<file path="src/rtl/arb_pkg.sv">
// Shared definitions for the arbiter request queue: channel count, slot state, grant decode.
package arb_pkg;

    localparam int NUM_REQ = 4;
    localparam int ID_W    = (NUM_REQ > 1) ? $clog2(NUM_REQ) : 1;

    typedef enum logic {
        SLOT_EMPTY,
        SLOT_FULL
    } slot_state_e;

    // One-hot of the lowest set bit; all-zero input gives all-zero output.
    function automatic logic [NUM_REQ-1:0] lowest_set(input logic [NUM_REQ-1:0] v);
        logic [NUM_REQ-1:0] r;
        r = '0;
        for (int i = NUM_REQ - 1; i >= 0; i--) begin
            if (v[i]) r = NUM_REQ'(1) << i;
        end
        return r;
    endfunction

endpackage

</file>
<file path="src/rtl/arb_chan_fifo.sv">
// Per-channel command FIFO. The caller guarantees no push when full and no pop when empty.
module arb_chan_fifo #(
    parameter  int DATA_W = 8,
    parameter  int DEPTH  = 4,
    localparam int PTR_W  = $clog2(DEPTH),
    localparam int CNT_W  = $clog2(DEPTH + 1)
) (
    input  logic              clk,
    input  logic              rst,
    input  logic              push,
    input  logic              pop,
    input  logic [DATA_W-1:0] din,
    output logic [DATA_W-1:0] dout,
    output logic [CNT_W-1:0]  count
);

    logic [DATA_W-1:0] mem_q [DEPTH];
    logic [PTR_W-1:0]  wr_q, rd_q;
    logic [CNT_W-1:0]  cnt_q;

    always_ff @(posedge clk or negedge rst) begin
        if (!rst) begin
            wr_q  <= '0;
            rd_q  <= '0;
            cnt_q <= '0;
        end else begin
            if (push) wr_q <= wr_q + PTR_W'(1);
            if (pop)  rd_q <= rd_q + PTR_W'(1);
            case ({push, pop})
                2'b10:   cnt_q <= cnt_q + CNT_W'(1);
                2'b01:   cnt_q <= cnt_q - CNT_W'(1);
                default: cnt_q <= cnt_q;
            endcase
        end
    end

    // Storage needs no reset: the count alone decides what is valid.
    always_ff @(posedge clk) begin
        if (push) mem_q[wr_q] <= din;
    end

    assign dout  = mem_q[rd_q];
    assign count = cnt_q;

endmodule

</file>
<file path="src/rtl/arb_req_queue.sv">
// Request-side front end for a priority arbiter: per-channel FIFOs feeding one registered output slot.
// Optional macro GRNT_ERR_EN adds a sticky grnt_err flag for grants to empty channels or multi-hot grants.
module arb_req_queue
    import arb_pkg::*;
#(
    parameter  int DATA_W = 8,
    parameter  int DEPTH  = 4,
    localparam int CNT_W  = $clog2(DEPTH + 1)
) (
    input  logic               clk,
    input  logic               rst,
    input  logic               in_valid,
    input  logic [ID_W-1:0]    in_id,
    input  logic [DATA_W-1:0]  in_data,
    output logic               in_ready,
    output logic [NUM_REQ-1:0] req,
    input  logic [NUM_REQ-1:0] grnt,
    output logic               out_valid,
    output logic [ID_W-1:0]    out_id,
    output logic [DATA_W-1:0]  out_data,
`ifdef GRNT_ERR_EN
    output logic               grnt_err,
`endif
    input  logic               out_ready
);

    localparam logic [CNT_W-1:0] DEPTH_C = CNT_W'(DEPTH);

    logic [NUM_REQ-1:0][CNT_W-1:0]  cnt;
    logic [NUM_REQ-1:0][DATA_W-1:0] head;
    logic [NUM_REQ-1:0]             push, pop, gsel;
    logic                           slot_free, pop_any;
    logic [ID_W-1:0]                pop_id;
    logic [DATA_W-1:0]              pop_data;

    slot_state_e       state_q, state_d;
    logic [ID_W-1:0]   out_id_q, out_id_d;
    logic [DATA_W-1:0] out_data_q, out_data_d;

    // Out-of-range ids match no channel, so in_ready stays low and the command is dropped.
    always_comb begin
        in_ready = 1'b0;
        for (int i = 0; i < NUM_REQ; i++) begin
            if (in_id == ID_W'(i)) in_ready = (cnt[i] < DEPTH_C);
        end
    end

    for (genvar g = 0; g < NUM_REQ; g++) begin : g_chan
        assign req[g]  = (cnt[g] != '0);
        assign push[g] = in_valid & in_ready & (in_id == ID_W'(g));

        arb_chan_fifo #(.DATA_W(DATA_W), .DEPTH(DEPTH)) u_fifo (
            .clk   (clk),
            .rst   (rst),
            .push  (push[g]),
            .pop   (pop[g]),
            .din   (in_data),
            .dout  (head[g]),
            .count (cnt[g])
        );
    end

    assign slot_free = (state_q == SLOT_EMPTY) | out_ready;
    assign gsel      = lowest_set(grnt);
    assign pop       = gsel & req & {NUM_REQ{slot_free}};
    assign pop_any   = |pop;

    always_comb begin
        pop_id   = '0;
        pop_data = '0;
        for (int i = 0; i < NUM_REQ; i++) begin
            if (pop[i]) begin
                pop_id   = ID_W'(i);
                pop_data = head[i];
            end
        end
    end

    always_comb begin
        state_d    = state_q;
        out_id_d   = out_id_q;
        out_data_d = out_data_q;
        case (state_q)
            SLOT_EMPTY: if (pop_any) state_d = SLOT_FULL;
            SLOT_FULL:  if (out_ready && !pop_any) state_d = SLOT_EMPTY;
            default:    state_d = SLOT_EMPTY;
        endcase
        if (pop_any) begin
            out_id_d   = pop_id;
            out_data_d = pop_data;
        end
    end

    always_ff @(posedge clk or negedge rst) begin
        if (!rst) begin
            state_q    <= SLOT_EMPTY;
            out_id_q   <= '0;
            out_data_q <= '0;
        end else begin
            state_q    <= state_d;
            out_id_q   <= out_id_d;
            out_data_q <= out_data_d;
        end
    end

    assign out_valid = (state_q == SLOT_FULL);
    assign out_id    = out_id_q;
    assign out_data  = out_data_q;

`ifdef GRNT_ERR_EN
    logic err_q;
    always_ff @(posedge clk or negedge rst) begin
        if (!rst) err_q <= 1'b0;
        else if (|(grnt & ~req) || |(grnt & (grnt - NUM_REQ'(1)))) err_q <= 1'b1;
    end
    assign grnt_err = err_q;
`endif

endmodule

</file>
<file path="config.mk">
export PLATFORM = sky130hd
export DESIGN_NAME = arb_req_queue
export DESIGN_NICKNAME = d
export VERILOG_FILES = /design/src/rtl/arb_pkg.sv /design/src/rtl/arb_chan_fifo.sv /design/src/rtl/arb_req_queue.sv
export SDC_FILE = /design/constraint.sdc
export NUM_CORES = 1
export LEC_CHECK = 0
export CELL_PAD_IN_SITES_DETAIL_PLACEMENT = 0
export CELL_PAD_IN_SITES_GLOBAL_PLACEMENT = 1
export CORE_MARGIN = 8
export CORE_UTILIZATION = 49
export CTS_BUF_LIST = sky130_fd_sc_hd__clkbuf_8
export CTS_CLUSTER_SIZE = 24
export DETAILED_ROUTE_END_ITERATION = 8
export GPL_ROUTABILITY_DRIVEN = 0
export PLACE_DENSITY_LB_ADDON = 0.12
export SYNTH_ARGS = -nofsm -noshare
export SYNTH_HDL_FRONTEND = slang
export SYNTH_SLANG_ARGS = --single-unit
</file>
<file path="constraint.sdc">
create_clock -name clk -period 2.2 [get_ports clk]
set_clock_uncertainty 0.15 [all_clocks]
set_input_delay 0.44 -clock clk [delete_from_list [all_inputs] [get_ports clk]]
set_output_delay 0.44 -clock clk [all_outputs]
set_load 0.02 [all_outputs]
</file>
==> results_dict.tcl, run 1 <==
set metrics [dict create \
    run_status "finished, final reports clean" \
    drt_wl_total_um 14100 \
    slew_viol_final 0 \
    pre_cts_ws_ns -0.584 \
    syn_nets 443 \
    period_share 0.988 \
    htreeDepth 4 \
    ys_warn_count 0 \
    cp_slowest_cell "dfrtp_2" \
    drv_cap 0 \
    port_buffers 33 \
    worst_slew_pin_slew_ns 0.669 \
    crit_arrival_ns 2.39 \
    syn_area_per_cell_um2 17.6 \
    max_stage_delay_ns 0.41 \
    wire_per_inst_um 20.2 \
    clk_latency_ns 0.43 \
    cts_buffers 17 \
    die_y_um 136 \
    dr_wl_met2_um 7060 \
    crit_top_cell "xor2_1" \
    wl_met3_um 516 \
    cts.clk_slew.worst_paths_ns 0.09 \
    min_path_type "primary input to register" \
    start_util 0.493 \
    io_pins 34 \
    antenna_found_initial 0 \
    drc 0 \
    powerDensity_mw_per_mm2 1070 \
    cts.sinks 167 \
    die_w_um 136 \
    cts_tree "done" \
    root_buffer "clkbuf_8" \
    synth_async_sr_flop_share 0.234 \
    cp.required_ns 2.41 \
    setup_ws_ns 0.0257 \
    row_count 44 \
    fmax_ghz 0.460 \
    finalHoldViolations 0 \
    synth_ff_type "edfxtp_1" \
    ys_seq_area_frac 0.683 \
    postSynthCellCount 401 \
    layout.cells.non_filler 698 \
    irDropWorstVdd_mv 0.628 \
    antenna_cells 0 \
    final_antenna_net_count 0 \
    rsz0062_at_grt "yes" \
    finalSetupViolCount 0 \
    p_leak_nw 3.24 \
    place_hpwl_um 9730 \
    slew_headroom 0.552 \
    grt_start_max_net_pins 25 \
    area_growth_pct 23.2 \
    yosysUniqueCellTypes 40 \
    top_layer "met4" \
    track_usage 0.166 \
    startpoint_type "register" \
    final_common_cell "edfxtp_1" \
    vias_per_cell 5.33 \
    worstPathCellList "nor2b_4 > or3_4 > nor2_4 > ha_4 > inv_2 > fa_2 > xor2_1 > nor2_1 > xor2_1" \
    layout_common_cells "edfxtp_1 (128), buf_4 (43), dfrtp_1 (35), inv_1 (29)" \
    core_area_mm2 0.0143 \
    end_kind "register" \
    dp.cells 662 \
    path_max_fanout 4 \
    clockBufferDepth 2 \
    via_count 3719 \
    drt_first_pass_iters 4 \
    synth.cell_area_mm2 0.00705 \
    met1_length_um 6320 \
    synth_edf_count 128 \
    min_period_ns 2.17 \
    path_class "register to register" \
    drive_gt1_frac 0.286 \
    grt_pass1_vias 3878 \
    fillers 1119 \
    gr-total-overflow 0 \
    total_power_mw 9.34 \
    grt_pass1_wl_um 22300 \
    synth.ff_latch_count 167 \
    layout.nets 543 \
    drtIter0Drc 224 \
    die-area_mm2 0.0185 \
]
routing by layer:
layer,GRT usage,up-vias
li1,-,1727
met1,0.223,1901
met2,0.261,77
met3,0.0340,14
met4,0.0616,0
met5,0,-
worst max-delay path: cells and delay by family (launching register included):
family / cells / cell delay, ns
flip-flops: 1 / 0.41
buffers and inverters: 1 / 0.03
XOR/XNOR: 2 / 0.29
AND/OR/NAND/NOR: 4 / 0.75
adder cells (fa/ha/maj): 2 / 0.46
cells in the mapped netlist, drive strengths merged, types with 2 or more instances:
| cell | number | area (µm²) |
|---|---|---|
| buf | 10 | 66.3 |
| nand2b | 2 | 12.5 |
| nor3b | 9 | 67.6 |
| nor4 | 2 | 27.5 |
| o21ai | 8 | 40.0 |
| dfrtp | 39 | 976 |
| nor2 | 13 | 48.8 |
| inv | 28 | 105 |
| xnor2 | 13 | 114 |
| nor3 | 3 | 15.0 |
| or3 | 4 | 30.0 |
| edfxtp | 128 | 3840 |
| fa | 4 | 80.1 |
| xor2 | 11 | 96.3 |
| nand2 | 13 | 48.8 |
| a32oi | 8 | 70.1 |
| mux4 | 32 | 751 |
| and2 | 24 | 150 |
| nand3 | 2 | 10.0 |
| a2111o | 8 | 90.1 |
| mux2i | 3 | 30.0 |
| ha | 20 | 250 |
| clkbuf | 4 | 15.0 |
| o31a | 2 | 17.5 |
where the power goes:
part           switching [mW]  internal (mW)  leakage (nW)
Clock                    1.07          0.914         0.194
Combinational            1.40           1.64          1.43
Sequential              0.448           3.87          1.61
stage by stage:
step / TNS (ns) / cell area [µm²] / util / hold slack [ns]
after floorplan: -0.258 / 7120 / - / -0.00559
after global placement: -38.71 / 8230 / 0.575 / 0.326
after detailed placement: -37.71 / 8230 / 0.575 / 0.340
after CTS: 0 / 8640 / 0.604 / 0.360
after global routing: -0.209 / 8690 / 0.607 / 0.359
final: 0 / 8690 / 0.607 / 0.354
area by class of cell:
cell class | count | area (µm²) | share of cell area
inverters | 29 | 110 | 0.0127
clock inverters | 14 | 109 | 0.0125
multi-input cells | 191 | 2160 | 0.248
flip-flops and latches | 167 | 4820 | 0.555
well taps | 184 | 230 | 0.0265
repair buffers | 95 | 1010 | 0.116
clock buffers | 18 | 248 | 0.0285
cells by family after synthesis:
group                    after synthesis  synth area share
buffers and inverters                 43            0.0270
AO/OA/AOI/OAI                         32            0.0390
flip-flops                           167             0.683
multiplexers                          36             0.112
XOR/XNOR                              24            0.0298
adder cells (fa/ha/maj)               24            0.0468
AND/OR/NAND/NOR                       75            0.0617
worst paths after layout:
path,from,to,slack (ns),depth (start not counted)
worst max-delay path,out_valid$_DFF_PN0_,g_chan[3].u_fifo.count[2]$_DFFE_PN0P_,0.03,9
worst min-delay path,out_ready,out_valid$_DFF_PN0_,0.35,4
worst max register to register,out_valid$_DFF_PN0_,g_chan[3].u_fifo.count[2]$_DFFE_PN0P_,0.03,9
worst min register to register,out_data[1]$_DFFE_PN0P_,out_data[1]$_DFFE_PN0P_,0.36,1
max in group asynchronous,rst,g_chan[3].u_fifo.count[2]$_DFFE_PN0P_,0.88,3
min in group asynchronous,rst,g_chan[0].u_fifo.count[1]$_DFFE_PN0P_,0.41,2
sequential cells by signal, indices dropped and copies added (netlist names):
signal               count
out_valid                1
out_id                   2
g_chan.u_fifo.mem_q    128
g_chan.u_fifo.count     12
g_chan.u_fifo.wr_q       8
g_chan.u_fifo.rd_q       8
out_data                 8
timing repair:
| item | 4_1_cts | 5_1_grt |
|---|---|---|
| buffers inserted | 1 | 2 |
| pin swaps | 1 | 4 |
| hold buffers | 1 | 0 |
| resized for setup | 26 | 15 |
| hold endpoints to repair | 22 | 0 |
| endpoints found under the setup margin | 8 | 12 |
No activity file was read; power rests on OpenSTA's default activity.
==> run 2, diff against run 1 <==
--- a/config.mk
+++ b/config.mk
@@ -5,10 +5,11 @@
 export SDC_FILE = /design/constraint.sdc
 export NUM_CORES = 1
 export LEC_CHECK = 0
+export ABC_AREA = 1
 export CELL_PAD_IN_SITES_DETAIL_PLACEMENT = 0
 export CELL_PAD_IN_SITES_GLOBAL_PLACEMENT = 1
 export CORE_MARGIN = 8
-export CORE_UTILIZATION = 49
+export CORE_UTILIZATION = 45
 export CTS_BUF_LIST = sky130_fd_sc_hd__clkbuf_8
 export CTS_CLUSTER_SIZE = 24
 export DETAILED_ROUTE_END_ITERATION = 8
==> results_dict.tcl, run 2 <==
set metrics [dict create \
    synth_top_cell_by_area "edfxtp_1" \
    layout.cells.non_filler 1123 \
    cts_tree "done" \
    drv_cap 0 \
    powerDensity_mw_per_mm2 1070 \
    netlist.area_leader.share 0.497 \
    irDropWorstVdd_mv 0.602 \
    grt_pass1_wl_um 27600 \
    seqCellArea_mm2 0.00482 \
    layout_common_cells "nand2_1 (290), edfxtp_1 (128), inv_1 (126), buf_4 (68), nand3_1 (54)" \
    max_stage_delay_ns 0.45 \
    rsz0062_at_grt "no" \
    crit_arrival_ns 2.27 \
    htreeDepth 4 \
    synth_edf_count 128 \
    start_util 0.453 \
    grt_start_max_net_pins 37 \
    vias_per_cell 4.59 \
    layout.nets 927 \
    end_kind "register" \
    cp_slowest_cell "clkdlybuf4s50_1" \
    grt_pass1_vias 5230 \
    path_class "primary input to register" \
    ys_warn_count 0 \
    dp.cells 1088 \
    clockBufferDepth 2 \
    yosys-top-cells-count "nand2_1 (290), edfxtp_1 (128), inv_1 (127)" \
    drc 0 \
    largest_reg_flops 128 \
    die-area_mm2 0.0216 \
    synth_ff_type "edfxtp_1" \
    drive_gt1_frac 0.152 \
    core_area_mm2 0.0171 \
    gr-total-overflow 0 \
    finalSetupViolCount 0 \
    multiInputGateArea_mm2 0.00229 \
    largest-register "g_chan.u_fifo.mem_q" \
    io_pins 34 \
    wire_per_inst_um 15.0 \
    final_area_mm2 0.00919 \
    period_share 0.951 \
    syn_nets 823 \
    via_count 5150 \
    synth.cell_area_mm2 0.00773 \
    final_common_cell "nand2_1" \
    finalHoldViolations 0 \
    fmax_ghz 0.478 \
    worstPathCellList "clkdlybuf4s50_1 > inv_1 > nand2_4 > nand2_2 > buf_4 > nor2_2 > ha_4 > inv_2 > fa_2 > a21oi_1 > o21ai_1 > xor2_1" \
    run_status "finished, final reports clean" \
    drt_wl_total_um 16900 \
    startpoint_type "primary input" \
    worst_slew_pin_slew_ns 0.653 \
    antenna_found_initial 0 \
    port_buffers 33 \
    slew_headroom 0.564 \
    clk_latency_ns 0.44 \
    min_period_ns 2.09 \
    post-synth-top-count-cell "nand2_1" \
    cts.sinks 167 \
    slew_viol_final 0 \
    postSynthCellCount 781 \
    die_w_um 147 \
    die_y_um 147 \
    syn_area_per_cell_um2 9.90 \
    fillers 1566 \
    ys_seq_area_frac 0.623 \
    path_max_fanout 3 \
    place_hpwl_um 12100 \
    root_buffer "clkbuf_8" \
    drt_first_pass_iters 5 \
    row_count 48 \
    post_dp_cell_area_mm2 0.00876 \
    drtIter0Drc 248 \
    area_growth_pct 18.8 \
    synth_async_sr_flop_share 0.234 \
    track_usage 0.166 \
    cts_buffers 17 \
    synth_area_leaders "edfxtp_1 (50%), nand2_1 (14%), dfrtp_1 (13%)" \
    p_leak_nw 4.26 \
    cts.clk_slew.worst_paths_ns 0.08 \
    cp.required_ns 2.38 \
    min_path_type "primary input to asynchronous set/reset pin" \
    synth.ff_latch_count 167 \
    yosysUniqueCellTypes 25 \
    final_antenna_net_count 0 \
]
[run 2: changes by cell type after synthesis, moves of 8 or more]
cell      before  now
nand2_1       13  290
inv_1         28  127
nand3_1        2   54
nor2_1        13   39
and2_1        24    0
mux4_2        24    0
nor3b_1        9    0
xnor2_1       13    4
a2111o_1       8    0
a32oi_1        8    0
mux4_1         8    0
[run 2: power breakdown]
part | switching (mW) | leakage (nW) | internal (mW)
Clock | 1.08 | 0.207 | 1.18
Sequential | 0.477 | 1.62 | 3.81
Combinational | 2.01 | 2.44 | 1.24
Total | 3.57 | 4.26 | 6.23
[run 2: cell families (layout without fill, tap and decap cells)]
| group | after synthesis | count (layout) | synth area share |
|---|---|---|---|
| AO/OA/AOI/OAI | 14 | 14 | 0.00906 |
| XOR/XNOR | 14 | 14 | 0.0159 |
| adder cells (fa/ha/maj) | 24 | 24 | 0.0427 |
| buffers and inverters | 155 | 271 | 0.0838 |
| flip-flops | 167 | 167 | 0.623 |
| other | 0 | 1 | 0 |
| AND/OR/NAND/NOR | 407 | 407 | 0.225 |
[run 2: worst max-delay path, delay by kind of cell]
| family | cells | cell delay, ns |
|---|---|---|
| simple gates | 3 | 0.30 |
| compound gates | 2 | 0.21 |
| buf+inv | 4 | 0.69 |
| xor+xnor | 1 | 0.14 |
| fa+ha+maj | 2 | 0.50 |
[run 2: what timing repair did]
item                       4_1_cts  5_1_grt
gates resized for setup         12        5
setup buffers                    0        2
setup endpoints to repair       10        6
pin swaps                        0        4
hold endpoints to repair        39        0
cloned                           0        0
hold buffers                     1        0
[run 2: per-stage QoR]
stage          setup TNS (ns)   util  hold slack, ns  worst slack, ns  power, mW
3_5_place_dp           -34.79  0.513           0.108           -0.530       7.67
4_1_cts                     0  0.538           0.154           0.0332       9.89
6_report                    0  0.539           0.185            0.108       9.79
3_3_place_gp           -29.98  0.513           0.106           -0.517       7.56
5_1_grt                     0  0.538           0.165          0.00763       10.5
2_1_floorplan          -0.139      -        -0.00559          -0.0384       6.52
[run 2: path summary, 6_finish.rpt]
kind	start	endpoint	slack, ns	cells after the start
setup / recovery	out_ready	g_chan[2].u_fifo.count[2]$_DFFE_PN0P_	0.11	12
max in group asynchronous	rst	out_valid$_DFF_PN0_	1.28	3
hold reg to reg	g_chan[3].u_fifo.count[0]$_DFFE_PN0P_	g_chan[3].u_fifo.count[0]$_DFFE_PN0P_	0.33	1
setup reg to reg	out_valid$_DFF_PN0_	g_chan[2].u_fifo.count[2]$_DFFE_PN0P_	0.17	10
min in group clk	g_chan[3].u_fifo.count[0]$_DFFE_PN0P_	g_chan[3].u_fifo.count[0]$_DFFE_PN0P_	0.33	1
hold / removal	rst	g_chan[2].u_fifo.count[2]$_DFFE_PN0P_	0.19	2
[run 2: final cells by class]
cell class                      count  area share
Antenna cell                        1    0.000272
Clock buffer                       19      0.0285
Clock inverter                     12      0.0166
Inverter                          137      0.0568
Multi-Input combinational cell    459       0.250
Sequential cell                   167       0.525
Tap cell                          225      0.0306
Timing Repair Buffer              103      0.0928
[run 2: layer usage]
layer	track usage	share of wire
met1	0.208	0.46
met2	0.281	0.50
met3	0.0332	0.019
met4	0.0566	0.019
met5	0	0
==> run 3, diff against run 2 <==
--- a/config.mk
+++ b/config.mk
@@ -14,6 +14,7 @@
 export CTS_CLUSTER_SIZE = 24
 export DETAILED_ROUTE_END_ITERATION = 8
 export GPL_ROUTABILITY_DRIVEN = 0
+export HOLD_SLACK_MARGIN = 0.08
 export PLACE_DENSITY_LB_ADDON = 0.12
 export SYNTH_ARGS = -nofsm -noshare
 export SYNTH_HDL_FRONTEND = slang
==> results of run 3 <==
The final DEF is identical to that of run 2; final timing and power are the same.
==> variant (config.mk and constraints of run 1) <==
`DATA_W` is set to 8 in 2 places; all go to 6.
--- a/src/rtl/arb_chan_fifo.sv
+++ b/src/rtl/arb_chan_fifo.sv
@@ -2,3 +2,3 @@
 module arb_chan_fifo #(
-    parameter  int DATA_W = 8,
+    parameter  int DATA_W = 6,
     parameter  int DEPTH  = 4,
--- a/src/rtl/arb_req_queue.sv
+++ b/src/rtl/arb_req_queue.sv
@@ -5,3 +5,3 @@
 #(
-    parameter  int DATA_W = 8,
+    parameter  int DATA_W = 6,
     parameter  int DEPTH  = 4,
Ports: changed (resized in_data and out_data); port bits go from 34 to 30. The function was not compared with the original's and may differ.
==> variant against run 1 <==
- sequential cell count fell by 34
- design area fell by 18%
- largest power group unchanged
- synthesized area fell by 20%
- highest routed layer unchanged
- wire length fell by 23%
- fmax fell by 0.43%
- power fell by 12%
- worst setup slack got worse by 0.0094 ns
==> variant: results (changes against run 1) <==
Status
  • Status: finished clean (unchanged)

Finish
  • Max FFs per register: 96 (was 128)
  • Share of post-route cells with drive strength above 1: 30.3% (was 28.6%)
  • Nets@finish: 463 (was 543)
  • Top register by number of flip-flops: g_chan.u_fifo.mem_q (unchanged)
  • FILL cells: 861 (was 1119)

GRT
  • All-layer global routing usage: 15.6% (was 16.6%)
  • Vias in the first global route: 3145 (was 3878)
  • Largest net degree at the start of global routing: 28 (was 25)
  • Global-route wire length before repair: 17.5 mm (was 22.3 mm)

Placement
  • DP HPWL: 7.61 mm (was 9.73 mm)
  • Setup WS pre-CTS: -0.546 ns (was -0.584 ns)
  • PortBufs: 29 (was 33)

Synthesis
  • Dominant cells by area after synthesis: edfxtp_1 (51%), dfrtp_1 (16%), mux4_2 (10%) (was edfxtp_1 (54%), dfrtp_1 (14%), mux4_2 (7.7%))
  • Seq/Total Area, Yosys: 67.3% (was 68.3%)
  • Distinct cells, synth: 41 (was 40)
  • Post-synth EDFFs: 96 (was 128)
  • Top cells by count, synth: edfxtp_1 (96), dfrtp_1 (37), inv_1 (31) (was edfxtp_1 (128), dfrtp_1 (39), inv_1 (28))
  • Post-Synthesis Net Count: 373 (was 443)
  • Ys flop type: edfxtp_1 (unchanged)

Power and ir drop
  • Leakage: 0.00273 uW (was 0.00324 uW)
  • Worst vdd ir: 0.553 mV (was 0.628 mV)

Setup path
  • Crit path DAT: 2.39 ns (about the same)
  • Max incr delay on CP: 0.41 ns (about the same)
  • CP max stage cell: dfrtp_2 (unchanged)

Hold path
  • Type of the worst min-delay path: reg -> reg (was in -> reg)

STA
  • Setup TNS: 0 ns (unchanged)

Detailed routing
  • DR vias: 2994 (was 3719)
  • Drt initial violations: 164 (was 224)
  • DRT Wirelength: 10.9 mm (was 14.1 mm)
  • Drt first pass iters: 6 (was 4)
[variant: cell types whose count changed after synthesis, sizes merged, moves of 7 or more]
| cell | before | now |
|---|---|---|
| and2 | 24 | 16 |
| mux4 | 32 | 25 |
| edfxtp | 128 | 96 |
| nor3b | 9 | 1 |
| a32oi | 8 | 0 |
| a2111o | 8 | 0 |
[variant: where the power goes]
group          switching, uW  internal, uW
sequential               502          3120
combinational           1050          1330
clock                    938          1260
total                   2490          5700
[variant: stage by stage]
| step | util, % | instance area, sq um | power, uW | instances |
|---|---|---|---|---|
| floorplan | - | 5710 | 5140 | 333 |
| global route | 63.0 | 7130 | 8670 | 579 |
| detailed placement | 58.8 | 6660 | 6070 | 543 |
| finish | 63.0 | 7130 | 8190 | 579 |
| global placement | 58.8 | 6660 | 6000 | 543 |
| CTS | 62.7 | 7100 | 8250 | 576 |
[variant: final timing paths]
kind | startpoint | end | slack (ns) | depth (start not counted)
hold reg to reg | out_id[1]$_DFFE_PN0P_ | out_id[1]$_DFFE_PN0P_ | 0.34 | 1
setup reg to reg | out_valid$_DFF_PN0_ | g_chan[2].u_fifo.count[2]$_DFFE_PN0P_ | 0.02 | 9
setup / recovery | out_valid$_DFF_PN0_ | g_chan[2].u_fifo.count[2]$_DFFE_PN0P_ | 0.02 | 9
hold / removal | out_id[1]$_DFFE_PN0P_ | out_id[1]$_DFFE_PN0P_ | 0.34 | 1
min in group asynchronous | rst | g_chan[0].u_fifo.count[0]$_DFFE_PN0P_ | 0.44 | 2
max in group asynchronous | rst | g_chan[3].u_fifo.wr_q[1]$_DFFE_PN0P_ | 0.85 | 3
[variant: logic make-up after synthesis]
logic type,count (synthesis),share of synthesized area (%)
compound gates,28,3.74
xor+xnor,24,3.72
fa+ha+maj,24,5.84
buf+inv,42,3.14
flops,133,67.3
mux,27,10.3
simple gates,55,5.91
[variant: layer usage]
| layer | routed length, um | GRT usage, % |
|---|---|---|
| met3 | 497 | 4.02 |
| met2 | 5130 | 24.6 |
| met5 | 0 | 0 |
| met4 | 89 | 4.97 |
| met1 | 5160 | 20.9 |
[variant: critical path: cells and delay by family, from the launching register on]
family	cells	cell delay, ns
XOR/XNOR	2	0.28
buffers and inverters	1	0.03
flip-flops	1	0.41
adder cells (fa/ha/maj)	2	0.46
AND/OR/NAND/NOR	4	0.77
[variant: cell type report]
type	count	area [sq um]	area share, %
Inverter	31	116	1.63
Timing Repair Buffer	82	853	12.0
Sequential cell	133	3810	53.5
Clock inverter	14	185	2.60
Clock buffer	18	248	3.48
Multi-Input combinational cell	158	1740	24.3
Tap cell	143	179	2.51
[variant: what timing repair did]
item,CTS,global route
pin swaps,0,1
buffers inserted,0,3
hold endpoints to repair,25,0
endpoints found under the setup margin,7,10
hold buffers,1,0
gates resized for setup,18,5
